`src/rtl/mem_byte_access.sv`:
```
// LC-3b memory-access stage: latches an LDW/LDB/STW/STB request, handshakes
// with memory, registers load data into MDR and extracts the addressed byte.
module mem_byte_access #(
  parameter int TIMEOUT = 16
) (
  input  logic        clock,
  input  logic        reset,
  input  logic        start,
  input  logic        we,
  input  logic        byte_op,
  input  logic [15:0] addr,
  input  logic [15:0] wdata,
  output logic        busy,
  output logic        done,
  output logic        err,
  output logic [15:0] mdr,
  output logic [7:0]  byte_out,
  output logic        mem_en,
  output logic        mem_we,
  output logic [1:0]  mem_wmask,
  output logic [15:0] mem_addr,
  output logic [15:0] mem_wdata,
  input  logic [15:0] mem_rdata,
  input  logic        mem_ready
);

  typedef enum logic [1:0] {
    IDLE,
    ACCESS,
    FAULT,
    DONE
  } state_t;

  localparam logic [7:0] LAST = 8'(TIMEOUT - 1);

  state_t      state, state_d;
  logic [7:0]  cnt, cnt_d;
  logic        lat_we, lat_we_d;
  logic        lat_byte, lat_byte_d;
  logic        lat_lo, lat_lo_d;
  logic        busy_d, done_d, err_d;
  logic        mem_en_d, mem_we_d;
  logic [1:0]  mem_wmask_d;
  logic [15:0] mem_addr_d, mem_wdata_d;
  logic [15:0] mdr_d;
  logic [7:0]  byte_out_d;

  always_ff @(posedge clock or posedge reset) begin
    if (reset) begin
      state     <= IDLE;
      cnt       <= '0;
      lat_we    <= 1'b0;
      lat_byte  <= 1'b0;
      lat_lo    <= 1'b0;
      busy      <= 1'b0;
      done      <= 1'b0;
      err       <= 1'b0;
      mem_en    <= 1'b0;
      mem_we    <= 1'b0;
      mem_wmask <= 2'b00;
      mem_addr  <= '0;
      mem_wdata <= '0;
      mdr       <= '0;
      byte_out  <= '0;
    end else begin
      state     <= state_d;
      cnt       <= cnt_d;
      lat_we    <= lat_we_d;
      lat_byte  <= lat_byte_d;
      lat_lo    <= lat_lo_d;
      busy      <= busy_d;
      done      <= done_d;
      err       <= err_d;
      mem_en    <= mem_en_d;
      mem_we    <= mem_we_d;
      mem_wmask <= mem_wmask_d;
      mem_addr  <= mem_addr_d;
      mem_wdata <= mem_wdata_d;
      mdr       <= mdr_d;
      byte_out  <= byte_out_d;
    end
  end

  always_comb begin
    state_d     = state;
    cnt_d       = cnt;
    lat_we_d    = lat_we;
    lat_byte_d  = lat_byte;
    lat_lo_d    = lat_lo;
    busy_d      = busy;
    done_d      = 1'b0;
    err_d       = err;
    mem_en_d    = mem_en;
    mem_we_d    = mem_we;
    mem_wmask_d = mem_wmask;
    mem_addr_d  = mem_addr;
    mem_wdata_d = mem_wdata;
    mdr_d       = mdr;
    byte_out_d  = byte_out;

    unique case (state)
      IDLE: begin
        if (start) begin
          lat_we_d   = we;
          lat_byte_d = byte_op;
          lat_lo_d   = addr[0];
          busy_d     = 1'b1;
          err_d      = 1'b0;
          cnt_d      = '0;
          if (!byte_op && addr[0]) begin
            state_d = FAULT;
          end else begin
            state_d     = ACCESS;
            mem_en_d    = 1'b1;
            mem_we_d    = we;
            mem_addr_d  = {addr[15:1], 1'b0};
            mem_wdata_d = byte_op ? {wdata[7:0], wdata[7:0]} : wdata;
            // loads always fetch the full word; only byte stores narrow lanes
            mem_wmask_d = (we && byte_op) ?
                          (addr[0] ? 2'b10 : 2'b01) : 2'b11;
          end
        end
      end
      ACCESS: begin
        cnt_d = cnt + 8'd1;
        if (mem_ready) begin
          state_d  = DONE;
          done_d   = 1'b1;
          err_d    = 1'b0;
          mem_en_d = 1'b0;
          mem_we_d = 1'b0;
          if (!lat_we) begin
            mdr_d      = mem_rdata;
            byte_out_d = (lat_byte && lat_lo) ?
                         mem_rdata[15:8] : mem_rdata[7:0];
          end
        end else if (cnt == LAST) begin
          state_d  = DONE;
          done_d   = 1'b1;
          err_d    = 1'b1;
          mem_en_d = 1'b0;
          mem_we_d = 1'b0;
        end
      end
      FAULT: begin
        state_d = DONE;
        done_d  = 1'b1;
        err_d   = 1'b1;
      end
      DONE: begin
        state_d = IDLE;
        busy_d  = 1'b0;
      end
      default: begin
        state_d = IDLE;
      end
    endcase
  end

endmodule
```
`config.mk`:
```
export PLATFORM = sky130hd
export DESIGN_NAME = mem_byte_access
export DESIGN_NICKNAME = d
export VERILOG_FILES = /design/src/rtl/mem_byte_access.sv
export SDC_FILE = /design/constraint.sdc
export NUM_CORES = 1
export LEC_CHECK = 0
export CAP_MARGIN = 20
export CORE_ASPECT_RATIO = 0.7
export CORE_UTILIZATION = 35
export DETAILED_ROUTE_END_ITERATION = 10
export GPL_TIMING_DRIVEN = 1
export MAX_ROUTING_LAYER = met4
export PLACE_DENSITY_LB_ADDON = 0.15
export SLEW_MARGIN = 25
export SYNTH_ARGS = -nofsm -noshare
export SYNTH_HDL_FRONTEND = slang
export SYNTH_SLANG_ARGS = --single-unit
```
`constraint.sdc`:
```
create_clock -name clock -period 2.1 [get_ports clock]
set_clock_uncertainty 0.15 [all_clocks]
set_input_delay 0.21 -clock clock [delete_from_list [all_inputs] [get_ports clock]]
set_output_delay 0.21 -clock clock [all_outputs]
set_load 0.03 [all_outputs]
```
==> results.py, run 1 <==
metrics = {
    "run_status": {
        "run_status": "finished, final reports clean",
    },
    "pwr": {
        "leakagePower_nw": 2.18,
        "power.density_nw_per_um2": 1590,
        "vdd_drop_max_uv": 945,
    },
    "global_routing": {
        "global_routing_s_busiest_layer": "met1",
        "pin_count_of_the_biggest_net_entering_global_routing": 42,
        "track_usage_pct": 17.7,
        "met1_usage_pct": 24.0,
        "via_count_of_the_first_global_routing_pass": 2595,
        "antenna_found_initial": 0,
        "globalRouteMet3Util_pct": 7.24,
        "wire_length_of_the_first_global_routing_pass_um": 13000,
        "globalRoute.totalOverflow": 0,
        "global_route.usage.met2_pct": 23.8,
    },
    "critical_path": {
        "worstPathArrival_ns": 1.99,
        "end_kind": "register",
        "critical_path.cell_chain": "inv_1 > ha_1 > mux2i_1 > nor2_1 > xnor2_1 > nor2_1",
        "crit_type": "reg2reg",
        "cp_num_buf_inv": 1,
        "ff2ff_setup_slack_ns": 0.16,
        "cp_data_required_time_ns": 2.15,
        "critical_path.slowest_cell": "mux2i_1",
        "setup.worst_path.start_class": "register",
        "timing.critical_path.fanout_max": 4,
        "worst_path_most_repeated_cell": "nor2_1",
        "path_delay_family": "multiplexers",
        "worst_r2r_path_cells": 6,
        "crit_path_max_incr_delay_ns": 0.50,
        "r2r_end": "cnt[3]$_DFFE_PP0P_",
        "r2r-start": "state[0]$_DFFE_PP0P_",
    },
    "logic_synthesis": {
        "yosysTopAreaCellShare_pct": 56.0,
        "number_of_synthesized_register_bits": 75,
        "syn_area_per_cell_um2": 12.2,
        "synthesis.nets": 333,
        "ys_top_cells_by_area": "dfrtp_1, mux2_2, mux2i_1",
        "synth-edff-count": 0,
        "synth_top_cell_by_area": "dfrtp_1",
        "ys_types": 38,
        "synth_ff_type": "dfrtp_1",
        "ys_seq_area_share_pct": 56.0,
        "syn-instance-count": 274,
        "mappedNetlistArea_um2": 3350,
        "ys.warnings.count": 0,
        "post_synth_arst_share_pct": 100,
    },
    "die": {
        "placementRows": 29,
        "initial_utilization_pct": 36.5,
        "floorplan.io_pins": 117,
        "fp.coreArea_um2": 9180,
        "floorplan.die_area_um2": 9970,
        "chipHeight_um": 83.8,
        "die_x_um": 119,
    },
    "routing": {
        "ant_nets": 0,
        "drt_first_pass_iters": 4,
        "post_drt_wl_per_cell_um": 15.1,
        "routed_wirelength_um": 7930,
        "drcViolationCount": 0,
        "num_vias": 2514,
        "drtIter0Drc": 106,
        "drt-vias-per-instance": 4.79,
    },
    "clock_tree": {
        "post-cts-setup-buffer-count": 0,
        "postCtsHoldBufs": 0,
        "postcts_resize_cnt": 0,
        "worst_skew_pair.late_latency_ns": 0.33,
        "clkSlewWorstSetupHoldPaths_ns": 0.06,
        "cts-root-to-sink-buffers": 2,
        "cts_root_cell": "clkbuf_16",
        "numCtsBuffers": 9,
        "h-tree-depth": 3,
        "cts_tree": "yes",
        "cts_sinks": 75,
    },
    "timing": {
        "hold_violations": 0,
        "layout_setup_ws_ns": 0.161,
        "timing.final.setup_violations": 0,
        "period_needed_ns": 1.94,
        "slew-limit-headroom_pct": 63.1,
        "slew_at_the_pin_closest_to_its_max_slew_limit_ns": 0.552,
        "unrepaired_setup_endpoints_after_global_routing": "false",
        "slew_violations": 0,
        "tns_ns": 0,
        "layout_worst_path_cycle_share_pct": 92.3,
        "max_freq_mhz": 516,
    },
    "placed_design": {
        "dp_cells": 511,
        "portBuffers": 115,
        "globalplace.congestion": 0.739,
        "preCtsSetupSlack_ns": 0.134,
        "post-dp-hpwl_um": 5720,
    },
    "job": {
        "max-cap-violations": 0,
    },
    "final_layout": {
        "insertedDiodeCount": 0,
        "layout.filler_cells": 818,
        "finalNetCount": 457,
        "post_layout_nonfiller_instances": 525,
        "drive_above_1_share_pct": 18.2,
        "synthToLayoutAreaGrowth_pct": 49.1,
    },
    "hold_path": {
        "holdCritPathClass": "in2async",
    },
}
-- power breakdown --
group	total, mW	leakage (nW)	internal (mW)	switching [mW]
registers	2.51	0.908	2.12	0.388
logic	4.05	1.15	1.85	2.19
clock network	1.41	0.131	0.849	0.562
-- per-stage QoR --
step / utilization [%] / instance area [um2] / hold slack [ns] / power, mW
finish: 54.4 / 4990 / 0.0985 / 7.96
CTS: 54.4 / 4990 / 0.109 / 8.05
global route: 54.4 / 4990 / 0.129 / 8.44
global placement: 51.5 / 4720 / 0.312 / 6.53
floorplan: - / 3350 / 0.146 / 4.91
detailed placement: 51.5 / 4720 / 0.310 / 6.59
-- how the worst max path moves through the flow --
stage	start	endpoint	cells past startpoint
floorplan	state[0]$_DFFE_PP0P_	mem_addr[10]$_DFFE_PP0P_	7
global placement	state[1]$_DFFE_PP0P_	state[0]$_DFFE_PP0P_	6
detailed placement	state[1]$_DFFE_PP0P_	state[0]$_DFFE_PP0P_	6
CTS	state[1]$_DFFE_PP0P_	state[0]$_DFFE_PP0P_	6
global route	state[0]$_DFFE_PP0P_	cnt[3]$_DFFE_PP0P_	6
finish	state[0]$_DFFE_PP0P_	cnt[3]$_DFFE_PP0P_	6
-- area by class of cell --
cell class | count | area (um2) | share of cell area (%)
clock buffers | 12 | 256 | 5.14
clock inverters | 2 | 12.5 | 0.251
inverters | 10 | 41.3 | 0.827
multi-input cells | 175 | 1360 | 27.3
flip-flops and latches | 75 | 1880 | 37.6
well taps | 124 | 155 | 3.11
repair buffers | 127 | 1290 | 25.9
-- cell usage after synthesis (2+ instances only) --
| master | instances |
|---|---|
| dfrtp_1 | 75 |
| nor2_1 | 20 |
| a22o_1 | 3 |
| nand3_1 | 5 |
| nand2b_1 | 3 |
| clkbuf_1 | 3 |
| buf_4 | 6 |
| xnor2_1 | 4 |
| o21ai_0 | 12 |
| nor3_1 | 3 |
| nand2_1 | 18 |
| mux2_2 | 40 |
| nand4_1 | 2 |
| buf_2 | 5 |
| o21a_1 | 4 |
| nor2b_1 | 3 |
| inv_1 | 10 |
| nand3b_1 | 2 |
| ha_1 | 5 |
| a21oi_1 | 13 |
| mux2i_1 | 21 |
-- layer usage --
layer  share of wire (%)  up-vias
met1                  50     1220
met2                  41       83
met5                   0        -
li1                    -     1203
met4                 1.2        0
met3                 7.9        8
-- kinds of logic (layout without fill, tap and decap cells) --
family	Yosys count	after routing	share of synthesized area [%]
DFF	75	75	56.0
AOI/OAI and AO/OA	42	42	8.44
adders and majority gates	5	5	1.87
buffers and inverters	24	151	3.55
xor gates and xnor gates	4	4	1.05
other	1	1	0.112
muxes	61	61	19.7
and+or+nand+nor	62	62	9.23
-- state kept, by name (all words and copies together), names as in the netlist --
| signal | cells |
|---|---|
| mem_we | 1 |
| mem_en | 1 |
| mem_addr | 15 |
| mdr | 16 |
| lat_byte | 1 |
| lat_lo | 1 |
| lat_we | 1 |
| err | 1 |
| done | 1 |
| byte_out | 8 |
| mem_wdata | 16 |
| state | 2 |
| cnt | 8 |
| mem_wmask | 2 |
| busy | 1 |
-- cell usage in the layout, fill, tap and decap left out, types with 2 or more instances in the layout --
| cell | Yosys | layout |
|---|---|---|
| a21oi_1 | 13 | 13 |
| a22o_1 | 3 | 3 |
| buf_12 | 0 | 4 |
| buf_4 | 6 | 8 |
| clkbuf_16 | 0 | 9 |
| clkbuf_8 | 0 | 2 |
| clkdlybuf4s50_1 | 0 | 115 |
| clkinvlp_4 | 0 | 2 |
| dfrtp_1 | 75 | 75 |
| ha_1 | 5 | 5 |
| inv_1 | 10 | 9 |
| mux2_2 | 40 | 40 |
| mux2i_1 | 21 | 21 |
| nand2_1 | 18 | 18 |
| nand2b_1 | 3 | 3 |
| nand3_1 | 5 | 5 |
| nand3b_1 | 2 | 2 |
| nand4_1 | 2 | 2 |
| nor2_1 | 20 | 20 |
| nor2b_1 | 3 | 2 |
| nor3_1 | 3 | 3 |
| o21a_1 | 4 | 4 |
| o21ai_0 | 12 | 12 |
| xnor2_1 | 4 | 4 |
Note: power is estimated with default switching activity, not from simulation.
==> run 2: changes to the inputs <==
--- a/config.mk
+++ b/config.mk
@@ -5,7 +5,7 @@
 export SDC_FILE = /design/constraint.sdc
 export NUM_CORES = 1
 export LEC_CHECK = 0
-export CAP_MARGIN = 20
+export CAP_MARGIN = 25
 export CORE_ASPECT_RATIO = 0.7
 export CORE_UTILIZATION = 35
 export DETAILED_ROUTE_END_ITERATION = 10
==> results of run 2 <==
No change in the layout: final DEF, timing and power equal those of run 1.
